===== config.mk =====
export PLATFORM = sky130hd
export DESIGN_NAME = na_conf_reader
export DESIGN_NICKNAME = d
export VERILOG_FILES = /design/src/rtl/na_conf_pkg.sv /design/src/rtl/na_conf_ctlist_ram.sv /design/src/rtl/na_conf_reader.sv
export SDC_FILE = /design/constraint.sdc
export NUM_CORES = 1
export LEC_CHECK = 0
export CORE_ASPECT_RATIO = 0.7
export CORE_MARGIN = 10
export CORE_UTILIZATION = 34
export DETAILED_ROUTE_END_ITERATION = 10
export GPL_TIMING_DRIVEN = 0
export PLACE_DENSITY = 0.64
export RECOVER_POWER = 25
export SLEW_MARGIN = 5
export SYNTH_ARGS = -nofsm -noshare
export SYNTH_HDL_FRONTEND = slang
export SYNTH_SLANG_ARGS = --single-unit

===== constraint.sdc =====
create_clock -name clk -period 3 [get_ports clk]
set_clock_uncertainty 0.15 [all_clocks]
set_input_delay 0.6 -clock clk [delete_from_list [all_inputs] [get_ports clk]]
set_output_delay 0.6 -clock clk [all_outputs]
set_load 0.005 [all_outputs]

===== src/rtl/na_conf_pkg.sv =====
// Shared address map and FSM encoding for the network-adapter configuration
// reader and its responder.
package na_conf_pkg;

    localparam logic [15:0] ADR_TILE_ID   = 16'h0000;
    localparam logic [15:0] ADR_NUM_TILES = 16'h0004;
    localparam logic [15:0] ADR_CONF      = 16'h000C;
    localparam logic [15:0] ADR_CORE_BASE = 16'h0010;
    localparam logic [15:0] ADR_NUMCTS    = 16'h0028;
    localparam logic [15:0] ADR_CT_LIST   = 16'h0200;

    localparam int CONF_MPSIMPLE = 0;
    localparam int CONF_DMA      = 1;

    localparam int NUM_FIXED = 5;

    typedef enum logic [2:0] {
        ST_IDLE,
        ST_REQ,
        ST_GAP,
        ST_DONE,
        ST_FAIL
    } state_e;

    function automatic logic [15:0] fixed_adr(input logic [2:0] step);
        case (step)
            3'd0:    fixed_adr = ADR_TILE_ID;
            3'd1:    fixed_adr = ADR_NUM_TILES;
            3'd2:    fixed_adr = ADR_CONF;
            3'd3:    fixed_adr = ADR_CORE_BASE;
            default: fixed_adr = ADR_NUMCTS;
        endcase
    endfunction

endpackage


===== src/rtl/na_conf_ctlist_ram.sv =====
// Compute-tile list cache: one synchronous write port, one asynchronous read port.
module na_conf_ctlist_ram #(
    parameter int DEPTH = 64,
    parameter int AW    = 6
) (
    input  logic          clk,
    input  logic          we,
    input  logic [AW-1:0] wr_idx,
    input  logic [15:0]   wr_data,
    input  logic [AW-1:0] rd_idx,
    output logic [15:0]   rd_data
);

    logic [15:0] mem [DEPTH];

    // NOTE: the array has no reset; readers gate it with the valid count, so stale words never escape.
    always_ff @(posedge clk) begin
        if (we) mem[wr_idx] <= wr_data;
    end

    assign rd_data = (32'(rd_idx) < DEPTH) ? mem[rd_idx] : 16'h0000;

endmodule


===== src/rtl/na_conf_reader.sv =====
// Walks the NA configuration space over a Wishbone-classic read port and
// caches tile id, tile count, config bits, core base and the compute-tile list.
module na_conf_reader
    import na_conf_pkg::*;
#(
    parameter int DW         = 32,
    parameter int MAX_CTS    = 64,
    parameter int RETRIES    = 4,
    parameter int AUTO_START = 1
) (
    input  logic          clk,
    input  logic          rst,
    input  logic          start,
    output logic          wb_cyc_o,
    output logic          wb_stb_o,
    output logic [15:0]   wb_adr_o,
    output logic          wb_we_o,
    output logic [DW-1:0] wb_dat_o,
    input  logic [DW-1:0] wb_dat_i,
    input  logic          wb_ack_i,
    input  logic          wb_rty_i,
    input  logic          wb_err_i,
    output logic          busy,
    output logic          done,
    output logic          error,
    output logic [DW-1:0] tile_id,
    output logic [DW-1:0] num_tiles,
    output logic          conf_mpsimple,
    output logic          conf_dma,
    output logic [DW-1:0] core_base,
    output logic [6:0]    num_cts,
    input  logic [5:0]    ct_idx,
    output logic [15:0]   ct_data
);

    state_e      state;
    logic [2:0]  step;
    logic        in_list;
    logic [5:0]  ct_cnt;
    logic [7:0]  retry_cnt;
    logic        advance;
    logic        auto_pending;

    logic        start_scan;
    logic        list_we;
    logic [15:0] list_wdata;
    logic [15:0] list_rdata;
    logic [6:0]  next_idx;
    logic [6:0]  numcts_sat;

    assign wb_we_o  = 1'b0;
    assign wb_dat_o = '0;

    assign start_scan = (start || auto_pending) &&
                        (state == ST_IDLE || state == ST_DONE || state == ST_FAIL);

    // err outranks ack, so a list write happens only on a clean ack.
    assign list_we    = (state == ST_REQ) && in_list && wb_ack_i && !wb_err_i;
    assign list_wdata = wb_adr_o[1] ? wb_dat_i[15:0] : wb_dat_i[31:16];
    assign next_idx   = {1'b0, ct_cnt} + 7'd1;
    assign numcts_sat = (wb_dat_i > DW'(MAX_CTS)) ? 7'(MAX_CTS) : wb_dat_i[6:0];

    na_conf_ctlist_ram #(
        .DEPTH (MAX_CTS),
        .AW    (6)
    ) u_ctlist (
        .clk     (clk),
        .we      (list_we),
        .wr_idx  (ct_cnt),
        .wr_data (list_wdata),
        .rd_idx  (ct_idx),
        .rd_data (list_rdata)
    );

    assign ct_data = ({1'b0, ct_idx} < num_cts) ? list_rdata : 16'h0000;

    // NOTE: all state uses non-blocking assignments so every register samples pre-edge values.
    always_ff @(posedge clk or negedge rst) begin
        if (!rst) begin
            state         <= ST_IDLE;
            step          <= 3'd0;
            in_list       <= 1'b0;
            ct_cnt        <= 6'd0;
            retry_cnt     <= 8'd0;
            advance       <= 1'b0;
            auto_pending  <= (AUTO_START != 0);
            wb_cyc_o      <= 1'b0;
            wb_stb_o      <= 1'b0;
            wb_adr_o      <= 16'h0000;
            busy          <= 1'b0;
            done          <= 1'b0;
            error         <= 1'b0;
            tile_id       <= '0;
            num_tiles     <= '0;
            conf_mpsimple <= 1'b0;
            conf_dma      <= 1'b0;
            core_base     <= '0;
            num_cts       <= 7'd0;
        end else begin
            case (state)
                ST_IDLE, ST_DONE, ST_FAIL: begin
                    if (start_scan) begin
                        state        <= ST_REQ;
                        step         <= 3'd0;
                        in_list      <= 1'b0;
                        ct_cnt       <= 6'd0;
                        retry_cnt    <= 8'd0;
                        done         <= 1'b0;
                        error        <= 1'b0;
                        busy         <= 1'b1;
                        wb_cyc_o     <= 1'b1;
                        wb_stb_o     <= 1'b1;
                        wb_adr_o     <= ADR_TILE_ID;
                        auto_pending <= 1'b0;
                    end
                end

                ST_REQ: begin
                    if (wb_err_i) begin
                        state    <= ST_FAIL;
                        error    <= 1'b1;
                        busy     <= 1'b0;
                        wb_cyc_o <= 1'b0;
                        wb_stb_o <= 1'b0;
                    end else if (wb_ack_i) begin
                        state    <= ST_GAP;
                        advance  <= 1'b1;
                        wb_cyc_o <= 1'b0;
                        wb_stb_o <= 1'b0;
                        if (!in_list) begin
                            case (step)
                                3'd0: tile_id   <= wb_dat_i;
                                3'd1: num_tiles <= wb_dat_i;
                                3'd2: begin
                                    conf_mpsimple <= wb_dat_i[CONF_MPSIMPLE];
                                    conf_dma      <= wb_dat_i[CONF_DMA];
                                end
                                3'd3: core_base <= wb_dat_i;
                                default: num_cts <= numcts_sat;
                            endcase
                        end
                    end else if (wb_rty_i) begin
                        wb_cyc_o <= 1'b0;
                        wb_stb_o <= 1'b0;
                        if (retry_cnt < 8'(RETRIES)) begin
                            state     <= ST_GAP;
                            advance   <= 1'b0;
                            retry_cnt <= retry_cnt + 8'd1;
                        end else begin
                            state <= ST_FAIL;
                            error <= 1'b1;
                            busy  <= 1'b0;
                        end
                    end
                end

                ST_GAP: begin
                    if (!advance) begin
                        state    <= ST_REQ;
                        wb_cyc_o <= 1'b1;
                        wb_stb_o <= 1'b1;
                    end else if (!in_list && step != 3'(NUM_FIXED - 1)) begin
                        state     <= ST_REQ;
                        step      <= step + 3'd1;
                        wb_adr_o  <= fixed_adr(step + 3'd1);
                        retry_cnt <= 8'd0;
                        wb_cyc_o  <= 1'b1;
                        wb_stb_o  <= 1'b1;
                    end else if (!in_list && num_cts != 7'd0) begin
                        state     <= ST_REQ;
                        in_list   <= 1'b1;
                        ct_cnt    <= 6'd0;
                        wb_adr_o  <= ADR_CT_LIST;
                        retry_cnt <= 8'd0;
                        wb_cyc_o  <= 1'b1;
                        wb_stb_o  <= 1'b1;
                    end else if (in_list && next_idx < num_cts) begin
                        state     <= ST_REQ;
                        ct_cnt    <= ct_cnt + 6'd1;
                        wb_adr_o  <= ADR_CT_LIST + {8'b0, next_idx, 1'b0};
                        retry_cnt <= 8'd0;
                        wb_cyc_o  <= 1'b1;
                        wb_stb_o  <= 1'b1;
                    end else begin
                        state <= ST_DONE;
                        done  <= 1'b1;
                        busy  <= 1'b0;
                    end
                end

                default: state <= ST_IDLE;
            endcase
        end
    end

endmodule


==> flow_summary.toml <==
[grt]
grt_max_degree = 90
grt-ovfl-total = 0
groute.usage.overall_pct = 16.21
grt_antenna_before_repair = 4
grt_pass1_vias = 24270
grt_pass1_wl_mm = 179.9

[setup_path]
cpPeakStageDelay_ns = 0.48
required_ns = 2.25
crit_chain = "clkdlybuf4s15_2, buf_8, clkbuf_2, mux4_2, a22oi_1, nand2_1, a221o_1, buf_2"
cp_num_buf_inv = 4
arrival_ns = 3.09
critical-path-top-delay-family = "buffers and inverters"
crit_path_end_kind = "primary output"
critPathMaxFanout = 10
cp-start-kind = "input port"
crit_path_top_delay_cell = "a221o_1"
critPathKind = "in -> out"

[clocking]
clock_path_buffers = 3
cts_made_buffers = 104
cts_sinks = 1164
htree_levels = 3
insertion_delay_ns = 0.73
cts-root-buf = "clkbuf_16"
cts_tree = "yes"
cts.clk_slew.worst_paths_ns = 0.06

[timing]
worstMarginPinSlew_ns = 1.605
max_slew_margin_pct = -7.018
slew_violations = 130
setup_viol = 960
rsz0062_at_grt = "true"
setup_slack_ns = -0.8425
finalHoldViolCount = 0
fin_crit_ns = 3.842
fmax_mhz = 260.2
fin_crit_sh_pct = 128.1

[routing]
vias_per_cell = 5.379
drt_iter0_markers = 3170
post_drt_wl_per_cell_um = 26.80
first_pass_iters = 5
dr_total_vias = 25020
antenna_left = 0
drc = 0
drt-total-wl_mm = 124.7

[floorplan]
rows = 112
ios = 219
start_util_pct = 34.34
chipHeight_um = 327.4
die_w_um = 459.2
coreArea_um2 = 133700
die_area_um2 = 150400

[layout]
final_area_um2 = 56440
final_common_cell = "edfxtp_1"
final_cell_mix = "1024 x edfxtp_1, 192 x mux4_2, 137 x dfrtp_1, 127 x mux2i_1, 109 x dlygate4sd3_1"
layout.nets = 2865
drive_above_1_share_pct = 31.95
syn_to_final_growth_pct = 22.92
fin_util_pct = 42.21

[synthesis]
async_flop_share_pct = 12.03
syn-mean-instance-area_um2 = 19.28
synth_warnings = 0
ys_seq_area_share_pct = 74.61
syn-cell-area_um2 = 45910
synthCells = 2381
synth.ff_latch_count = 1164
ys_types = 73
synth_edf_count = 1024
synth_ff_type = "edfxtp_1"

[placement]
port-buffer-count = 176
dpl.hpwl_mm = 83.63
placed_area_um2 = 51360
gp_congestion = 0.8724
dp_slack_ns = -3.168

[power]
power_density_nw_per_um2 = 646.2
clock_power_share_pct = 36.4
internal_power_uw = 27670
seq_power_share_pct = 50.9
combPwrFrac_pct = 12.7
swShare_pct = 24.11
switching_power_uw = 8793
p_leak_uw = 0.01940
vdd_drop_max_v = 0.0005023

[min_path]
min_path_type = "reg -> reg"

[flow_run]
cap_violations = 2

[run_status]
violations = "max-capacitance violations, max-slew violations, negative setup slack"
status = "finished, violations left"
[power groups by stage]
| stage | combinational [uW] | sequential, uW | clock (uW) |
|---|---|---|---|
| 2_1_floorplan | 2100 | 18900 | 0 |
| 3_3_place_gp | 4380 | 18900 | 0 |
| 3_5_place_dp | 4480 | 18900 | 0 |
| 4_1_cts | 4790 | 18600 | 13400 |
| 5_1_grt | 4930 | 18600 | 14100 |
| 6_report | 4630 | 18600 | 13300 |
[through the flow]
step	power (uW)	hold WS (ns)	std cells	setup TNS (ns)
detailed placement	23420	0.3345	4431	-999.36
finish	36470	0.3411	4651	-205.85
global placement	23310	0.3208	4364	-2510.03
CTS	36840	0.2286	4639	-13.58
floorplan	21030	0.1544	2421	0
global route	37700	0.3591	4651	-485.49
[Yosys cell counts (5+ instances only)]
| master | number | share of area (%) |
|---|---|---|
| a22oi_1 | 113 | 1.8 |
| buf_1 | 12 | 0.098 |
| a31oi_1 | 13 | 0.18 |
| dfrtp_1 | 139 | 7.6 |
| clkbuf_1 | 61 | 0.50 |
| and2_1 | 6 | 0.082 |
| a221oi_1 | 27 | 0.52 |
| mux2i_1 | 129 | 2.8 |
| nor3_1 | 6 | 0.065 |
| edfxtp_1 | 1024 | 67 |
| o221ai_1 | 5 | 0.095 |
| nor2_1 | 91 | 0.74 |
| a22o_1 | 22 | 0.42 |
| o21ai_0 | 13 | 0.14 |
| nand2b_1 | 5 | 0.068 |
| inv_1 | 52 | 0.43 |
| nand4_1 | 7 | 0.095 |
| ha_1 | 19 | 0.52 |
| nand3b_1 | 7 | 0.11 |
| mux4_2 | 192 | 9.4 |
| buf_4 | 46 | 0.75 |
| a21oi_1 | 17 | 0.19 |
| buf_2 | 48 | 0.52 |
| nand3_1 | 29 | 0.32 |
| nand2_1 | 62 | 0.51 |
| o22ai_1 | 18 | 0.25 |
| a221o_1 | 11 | 0.24 |
| nor4_1 | 6 | 0.082 |
| nor2b_1 | 11 | 0.15 |
| mux2_2 | 119 | 2.9 |
[cells by family (layout without fill, tap and decap cells)]
| group | Yosys count | in the layout | synth area share, % |
|---|---|---|---|
| AO/OA/AOI/OAI | 276 | 276 | 4.600 |
| XOR/XNOR | 3 | 3 | 0.05724 |
| adder cells (fa/ha/maj) | 19 | 19 | 0.5178 |
| buffers and inverters | 221 | 683 | 2.333 |
| flip-flops | 1164 | 1164 | 74.61 |
| multiplexers | 441 | 441 | 15.18 |
| other | 1 | 42 | 0.008168 |
| AND/OR/NAND/NOR | 256 | 256 | 2.693 |
[final timing paths]
kind | cells after the start | endpoint | slack, ns | from
worst max-delay path | 8 | ct_data[10] | -0.84 | ct_idx[1]
worst min-delay path | 1 | retry_cnt[6]$_DFFE_PN0P_ | 0.34 | retry_cnt[6]$_DFFE_PN0P_
worst max register to register | 8 | u_ctlist.mem[38][1]$_DFFE_PP_ | -0.45 | state[1]$_DFFE_PN0P_
worst min register to register | 1 | retry_cnt[6]$_DFFE_PN0P_ | 0.34 | retry_cnt[6]$_DFFE_PN0P_
max in group asynchronous | 3 | core_base[28]$_DFFE_PN0P_ | 0.64 | rst
min in group asynchronous | 2 | retry_cnt[4]$_DFFE_PN0P_ | 0.54 | rst
[cell type report]
type                            instances  area (um2)
Clock buffer                          132        2771
Timing Repair Buffer                  281        3100
Fill cell                           11630       77250
Tap cell                             1767        2211
Antenna cell                            1       2.502
Inverter                               52       195.2
Buffer                                163        1344
Sequential cell                      1164       34260
Multi-Input combinational cell       1036       12010
Clock inverter                         55       541.8
[per-layer routing]
metal | global-route usage [%] | part of all wire [%] | routed length, um
met5 | 0 | 0 | 0
met4 | 4.208 | 2.2 | 2747
met3 | 4.078 | 10 | 12850
met2 | 23.73 | 44 | 55230
met1 | 23.95 | 43 | 53820
[worst reg2reg max path: stages (launching register included)]
cell and delay [ns]:
dfrtp_1 0.45, nand2b_1 0.25, nor3_1 0.51, nand2_1 0.35
nor3b_4 0.38, buf_4 0.19, nand3_4 0.26, nor2_2 0.35
buf_8 0.22
[flip-flops by register name (all words and copies together), names as in the netlist]
name and cells:
busy 1, wb_stb_o 1, in_list 1, core_base 32, retry_cnt 8, u_ctlist.mem 1024
error 1, advance 1, ct_cnt 6, wb_adr_o 8, done 1, state 3
conf_dma 1, num_cts 7, step 3, num_tiles 32, auto_pending 1, conf_mpsimple 1
tile_id 32
[timing repair]
item	in CTS	in global routing
endpoints found under the setup margin	976	825
hold endpoints to repair	50	0
hold buffers	1	0
pin swaps	21	15
resized for setup	408	64
setup buffers	23	14
Note: power is estimated with default switching activity, not from simulation.
